===== src/rtl/fetch_sequencer.sv =====
// rtl/fetch_sequencer.sv - IF-stage fetch controller: PC ownership, variable-latency imem requests,
// freeze skid buffer and branch redirect/flush handling.
module fetch_sequencer #(
  parameter int                 ADDR_W   = 32,
  parameter logic [ADDR_W-1:0]  RESET_PC = '0
) (
  input  logic              clk,
  input  logic              rst,
  input  logic              hazard,
  input  logic              branch_taken,
  input  logic [ADDR_W-1:0] branch_addr,
  input  logic              mem_ack,
  input  logic [31:0]       mem_rdata,
  output logic              mem_req,
  output logic [ADDR_W-1:0] mem_addr,
  output logic [ADDR_W-1:0] pc,
  output logic [31:0]       instruction,
  output logic              if_valid,
  output logic              flush
);

  typedef enum logic [1:0] {
    S_INIT = 2'd0,
    S_REQ  = 2'd1,
    S_HOLD = 2'd2,
    S_DROP = 2'd3
  } state_t;

  localparam logic [ADDR_W-1:0] STEP = ADDR_W'(4);

  state_t            state_q, state_d;
  logic [ADDR_W-1:0] fetch_pc_q, fetch_pc_d;
  logic [ADDR_W-1:0] req_addr_q, req_addr_d;
  logic [31:0]       buf_instr_q, buf_instr_d;
  logic [ADDR_W-1:0] buf_pc_q, buf_pc_d;
  logic [ADDR_W-1:0] pc_q, pc_d;
  logic [31:0]       instr_q, instr_d;
  logic              if_valid_q, if_valid_d;

  logic              load;
  logic [31:0]       load_instr;
  logic [ADDR_W-1:0] load_pc;
  logic [ADDR_W-1:0] target;
  logic [ADDR_W-1:0] next_addr;

  always_comb begin
    state_d     = state_q;
    fetch_pc_d  = fetch_pc_q;
    req_addr_d  = req_addr_q;
    buf_instr_d = buf_instr_q;
    buf_pc_d    = buf_pc_q;
    pc_d        = pc_q;
    instr_d     = instr_q;
    if_valid_d  = if_valid_q;
    load        = 1'b0;
    load_instr  = '0;
    load_pc     = '0;
    target      = {branch_addr[ADDR_W-1:2], 2'b00};
    next_addr   = req_addr_q + STEP;

    case (state_q)
      S_INIT: begin
        req_addr_d = fetch_pc_q;
        state_d    = S_REQ;
      end
      S_REQ: begin
        if (branch_taken && mem_ack) begin
          fetch_pc_d = target;
          req_addr_d = target;
        end else if (branch_taken) begin
          // Request cannot be withdrawn; remember the target and drain it in S_DROP.
          fetch_pc_d = target;
          state_d    = S_DROP;
        end else if (mem_ack && !hazard) begin
          load       = 1'b1;
          load_instr = mem_rdata;
          load_pc    = next_addr;
          fetch_pc_d = next_addr;
          req_addr_d = next_addr;
        end else if (mem_ack) begin
          buf_instr_d = mem_rdata;
          buf_pc_d    = next_addr;
          state_d     = S_HOLD;
        end
      end
      S_HOLD: begin
        if (branch_taken) begin
          fetch_pc_d = target;
          req_addr_d = target;
          state_d    = S_REQ;
        end else if (!hazard) begin
          load       = 1'b1;
          load_instr = buf_instr_q;
          load_pc    = buf_pc_q;
          fetch_pc_d = buf_pc_q;
          req_addr_d = buf_pc_q;
          state_d    = S_REQ;
        end
      end
      S_DROP: begin
        if (branch_taken) fetch_pc_d = target;
        if (mem_ack) begin
          req_addr_d = branch_taken ? target : fetch_pc_q;
          state_d    = S_REQ;
        end
      end
      default: state_d = S_INIT;
    endcase

    // Branch beats freeze; an unfrozen cycle without a load presents a bubble.
    if (branch_taken) begin
      if_valid_d = 1'b0;
    end else if (!hazard) begin
      if (load) begin
        pc_d       = load_pc;
        instr_d    = load_instr;
        if_valid_d = 1'b1;
      end else begin
        if_valid_d = 1'b0;
      end
    end
  end

  always_ff @(posedge clk or negedge rst) begin
    if (!rst) begin
      state_q     <= S_INIT;
      fetch_pc_q  <= RESET_PC;
      req_addr_q  <= RESET_PC;
      buf_instr_q <= '0;
      buf_pc_q    <= '0;
      pc_q        <= '0;
      instr_q     <= '0;
      if_valid_q  <= 1'b0;
    end else begin
      state_q     <= state_d;
      fetch_pc_q  <= fetch_pc_d;
      req_addr_q  <= req_addr_d;
      buf_instr_q <= buf_instr_d;
      buf_pc_q    <= buf_pc_d;
      pc_q        <= pc_d;
      instr_q     <= instr_d;
      if_valid_q  <= if_valid_d;
    end
  end

  assign mem_req     = (state_q == S_REQ) || (state_q == S_DROP);
  assign mem_addr    = req_addr_q;
  assign pc          = pc_q;
  assign instruction = instr_q;
  assign if_valid    = if_valid_q;
  assign flush       = branch_taken & rst;

endmodule


===== config.mk =====
export PLATFORM = sky130hd
export DESIGN_NAME = fetch_sequencer
export DESIGN_NICKNAME = d
export VERILOG_FILES = /design/src/rtl/fetch_sequencer.sv
export SDC_FILE = /design/constraint.sdc
export NUM_CORES = 1
export LEC_CHECK = 0
export ABC_CLOCK_PERIOD_IN_PS = 6500
export BUFFER_PORTS_ARGS = -buffer_cell sky130_fd_sc_hd__buf_4
export CAP_MARGIN = 15
export CORE_MARGIN = 2
export CORE_UTILIZATION = 36
export CTS_CLUSTER_SIZE = 20
export DETAILED_ROUTE_END_ITERATION = 6
export GPL_ROUTABILITY_DRIVEN = 0
export MAX_ROUTING_LAYER = met4
export PLACE_DENSITY_LB_ADDON = 0.2
export SYNTH_ARGS = -nofsm -noshare
export SYNTH_HDL_FRONTEND = slang
export SYNTH_SLANG_ARGS = --single-unit

===== constraint.sdc =====
create_clock -name clk -period 6.5 [get_ports clk]
set_input_delay 0.975 -clock clk [delete_from_list [all_inputs] [get_ports clk]]
set_output_delay 0.975 -clock clk [all_outputs]
set_load 0.03 [all_outputs]

---- After elaboration in Yosys (flattened, before gate mapping) ----
Cells that the tools add are included.
storage, ports and cells
  word-level logic and storage cells ...... 71
  bits of input ports ..................... 69
  output and inout bits ................... 99
  register bits after elaboration ......... 195
cells by class
  equality and inequality tests ........... 12
  mux-type cells .......................... 34
  $add $sub $neg .......................... 1
  bitwise operators ....................... 5
  reduce and logical (&&, ||, !) cells .... 11
operator list
  operator                 count
  $mux W32                 13
  $pmux W32 S2             2
  $pmux W32 S4             1
  $pmux W32 S3             1
  $add A32 B3 Y32 const B  1
  $ne A3 B3 Y1 const B     5
  $mux W2                  7
  $reduce_and A5 Y1        2
  $mux W1                  8
  $pmux W2 S4              1
  $reduce_and A3 Y1        2
  $eq A2 B2 Y1 const B     2
  $ne A2 B2 Y1 const B     2
  $ne A4 B4 Y1 const B     1
  $not A1 Y1               4
  $reduce_and A4 Y1        1
  $reduce_bool A3 Y1       1
  $eq A2 B1 Y1 const B     1
  $logic_and A1 B1 Y1      2
  $logic_not A2 Y1         1
  $ne A2 B1 Y1 const B     1
  $pmux W1 S2              1
  $and A1 B1 Y1            1
  $logic_not A1 Y1         1
  $logic_or A1 B1 Y1       1

---- Depth between registers and ports, before layout ----
  depth after elaboration ................. 9
  gate-level depth with buffers ........... 9
  mapped depth without buffers ............ 7

---- Worst setup path after synthesis ----
OpenSTA, ideal clock, no wires.
  path kind ............................... input to output
  start ................................... in branch_taken
  end ..................................... out flush
  data required time ...................... 5.525 ns
  setup slack ............................. 3.267 ns
  arrival time ............................ 2.258 ns
  stages on the path ...................... 5
  path buffers ............................ 4
  cell sequence ........................... buf_2 buf_2 clkbuf_1 clkbuf_1 and2_1
between the ends
  word-level cells in the longest chain between the ends .. 1
ends and longest elaborated chain
  what                line  RTL
  start: declaration  10    input logic branch_taken,
  $and A1 B1 Y1       151   assign flush = branch_taken & rst;
  end: declaration    19    output logic flush
Every way passes these cells.

---- Worst setup path in the final report ----
  start ................................... reg state_q[0]
  end ..................................... reg fetch_pc_q[13]
between the ends
  word-level cells in the longest chain between the ends .. 3
  elaborated cells on any way between the ends .. 8
  classes of those cells .................. 5 x eq/ne; 1 x mux; 2 x reduce/logical
ends and longest elaborated chain
  what                                                 line  RTL
  start: declaration                                   31    state_t state_q, state_d;
  start signal: assignment                             135   state_q <= state_d;
  $eq A2 B1 Y1 / $eq A2 B2 Y1 (equally long branches)  61    case (state_q)
  $ne A4 B4 Y1 (no line) (tied with other cells)       n/a
  $reduce_and A3 Y1 (no line)                          n/a
  end signal: assignment                               136   fetch_pc_q <= fetch_pc_d;
  end: declaration                                     32    logic [ADDR_W-1:0] fetch_pc_q, fetch_pc_d;
Several ways; a longest one is shown, not always the timed one.
A chain may end at the register's enable or synchronous reset.

==> metrics <==
min Tclk post-route 4.12 ns; part of the power in the clock network 16.3%; share of total power in combinational logic 49.9%; Final Non-Filler Cells 1690; slowest stage delay, CP 0.93 ns; Core Region 29500 um^2; worst r2r dst fetch_pc_q[13]; main flop type after synthesis dfrtp_1; Initial Util 36.5%; switching power total 3.25 mW; Synth cell types 66; Placed Cells 1658; Buffers on Ports 165; clk root buf clkbuf_16; Final HPWL DP 22.4 mm; fin crit share 63.4%; Nets 1361; RSZ-0062 raised after global routing no; Slowest cell on crit path nand2_2; Post-Syn Area 10700 um^2; CTS clk-pin slew, worst paths 0.08 ns; Seq cells post-synth 195; post-synthesis cell count 1182; CP arrival 4.45 ns; Hold/Removal Path Class flop to flop; Post-synth EDFFs 0; post-CTS sizing 0; vias in the first global route 9357; Register-to-Register Path Depth 6; max-slew violation count 0; Fillers 2955; die width 177 um; Leakage 5.57 nW; crit path max fanout 36; Worst-Skew Late Latency 0.46 ns; Sum Neg Setup Slack 0 ns; H-Tree Depth 4; status finished, final reports clean; Site Rows 63; hold path endpoint pc[4]; Final WS setup 2.38 ns; layout cells sized above 1 23.5%; Pre-Repair DR Iteration Count 5; Hold Crit Depth 2; switching share of power 47.3%; CTS tree built; CTS sink cnt 195; Post-Place Setup Slack 2.49 ns; GRT Util Overall 23.3%; ys async rst share 100%; CTS Buf Count 17; endpoints failing setup 0; yosys synthesis warning count 0; sequential area share after synthesis 45.4%; I/O pin total 168; CTS Hold Bufs 0; initial antenna violation count 0; Final ANT Viol Nets 0; total congestion overflow 0; Final Hold Fails 0; maxcap violations 0; wire length of the first global-routing pass 54.8 mm; Routed WL 35.0 mm; Worst Setup Start Kind flop; Worst-Margin Slew 1.12 ns; sequential share of power 33.8%; Post-CTS Setup Repair Bufs 0; WHS 0.481 ns; CP Capture Type flop; Setup Skew 0.0136 ns; Pint 3.63 mW; Crit Reg-Reg Startpoint state_q[0]; Vias/cell 5.72; min-delay src pc[4]; maximum buffer depth of the clock tree 2; DRC 0; vias 9668; Net Count, Synth 1256; layout overhead on the synthesized area 19.6%; Die Y 177 um; Slew headroom 25.4%; die area 31300 um^2; cell breakdown of the critical path inv_1 > ha_2 > clkinv_1 > nand2_2 > nor2_1 > a311o_1; Syn Area/Cell 9.09 um^2; diode count 0; pin count of the biggest net entering global routing 94; multi-input logic area 5350 um^2; maximum clock rate 243 MHz; critical path class flop to flop; peak supply drop 0.230 mV; initial DRC count 715; Crit path required time 6.83 ns; Sequential Area 4880 um^2; DR WL/cell 20.7 um; Pwr Density 535 nW/um^2; R2R setup slack 2.38 ns
==> flip-flops by register name (all words and copies together) (netlist names) <==
| signal | count |
|---|---|
| buf_instr_q | 32 |
| buf_pc_q | 32 |
| if_valid | 1 |
| pc | 32 |
| state_q | 2 |
| instruction | 32 |
| fetch_pc_q | 32 |
| mem_addr | 32 |
==> cell usage in the layout (no fill, tap or decap), types with 4 or more instances in the layout <==
master / Yosys / layout
mux2i_1: 5 / 5
a221o_1: 4 / 4
nor3_1: 11 / 11
nand2_1: 102 / 100
dfrtp_1: 195 / 195
a311o_1: 4 / 4
and2_1: 6 / 6
a21oi_1: 56 / 55
a22oi_1: 21 / 21
a22o_1: 17 / 17
xnor2_1: 16 / 16
xor2_1: 8 / 8
o21ai_0: 100 / 99
o22ai_1: 34 / 34
nor2_1: 175 / 174
buf_4: 2 / 180
clkbuf_16: 0 / 17
o31a_1: 4 / 4
nor4_1: 8 / 8
o221ai_1: 7 / 7
nand2b_1: 14 / 14
o31ai_1: 12 / 12
and3_1: 9 / 9
o211ai_1: 12 / 12
mux2_2: 72 / 72
a221oi_1: 40 / 40
a211oi_1: 9 / 9
nand3_1: 19 / 19
a311oi_1: 5 / 5
inv_1: 38 / 38
o21a_1: 4 / 4
clkinv_8: 0 / 7
inv_6: 0 / 4
nand4_1: 8 / 8
a31oi_1: 19 / 19
and4_1: 5 / 5
==> critical path: cells and delay by family (launching register included) <==
family                   cells  cell delay (ns)
AO/OA/AOI/OAI                1             0.44
adder cells (fa/ha/maj)      1             0.83
buffers and inverters        2             0.97
flip-flops                   1             0.42
AND/OR/NAND/NOR              2             1.33
==> through the flow <==
| step | util, % | power, mW | instance area [um^2] |
|---|---|---|---|
| finish | 43.6 | 6.88 | 12900 |
| global route | 43.6 | 7.34 | 12900 |
| CTS | 43.6 | 6.91 | 12900 |
| detailed placement | 41.5 | 5.78 | 12200 |
| global placement | 41.5 | 5.71 | 12200 |
| floorplan | - | 4.53 | 10700 |
==> logic make-up (layout without fill, tap and decap cells) <==
logic type	after synthesis	after routing	share of synthesized area (%)
compound gates	376	376	23.5
simple gates	371	371	15.4
flops	195	195	45.4
buf+inv	134	252	5.19
mux	77	77	8.01
xor+xnor	24	24	1.96
fa+ha+maj	5	5	0.582
==> cells in the mapped netlist, types with 6 or more instances <==
library cell	instances	area share, %
a211oi_1	9	0.63
a21oi_1	56	2.6
a221oi_1	40	3.3
a22o_1	17	1.4
a22oi_1	21	1.5
a31oi_1	19	1.1
and2_1	6	0.35
and3_1	9	0.52
buf_1	11	0.38
buf_2	14	0.65
clkbuf_1	64	2.2
dfrtp_1	195	45
inv_1	38	1.3
mux2_2	72	7.5
nand2_1	102	3.6
nand2b_1	14	0.81
nand3_1	19	0.88
nand4_1	8	0.47
nor2_1	175	6.1
nor3_1	11	0.51
nor4_1	8	0.47
o211ai_1	12	0.84
o21ai_0	100	4.7
o221ai_1	7	0.57
o22ai_1	34	2.0
o31ai_1	12	0.84
xnor2_1	16	1.3
xor2_1	8	0.65
==> how the worst max path moves through the flow <==
| stage | startpoint | end | slack (ns) |
|---|---|---|---|
| final | state_q[0] | fetch_pc_q[13] | 2.38 |
| after global routing | state_q[0] | fetch_pc_q[13] | 2.16 |
| after floorplan | branch_taken | flush | 3.27 |
| after global placement | state_q[0] | fetch_pc_q[13] | 2.53 |
| after detailed placement | state_q[0] | fetch_pc_q[13] | 2.49 |
| after CTS | state_q[0] | fetch_pc_q[13] | 2.47 |
==> final cells by class <==
type | count | share of cell area (%)
clock inverter | 15 | 1.57
inverter | 39 | 1.14
timing repair buffer | 181 | 10.6
tap | 390 | 3.80
clock buffer | 17 | 3.31
multi-input combinational | 853 | 41.6
sequential | 195 | 38.0
==> power groups by stage <==
stage	logic [mW]	registers (mW)	clock network, mW
2_1_floorplan	1.79	2.74	0
3_3_place_gp	3.39	2.32	0
3_5_place_dp	3.44	2.34	0
4_1_cts	3.45	2.32	1.14
5_1_grt	3.75	2.41	1.18
6_report	3.43	2.33	1.12
==> metal layers <==
layer	vias up	GRT usage, %	wire, um
li1	4525	-	-
met1	4757	31.8	15700
met2	349	35.8	16400
met3	37	4.02	2270
met4	0	6.54	601
met5	-	-	0
No activity file was read; power rests on OpenSTA's default activity.
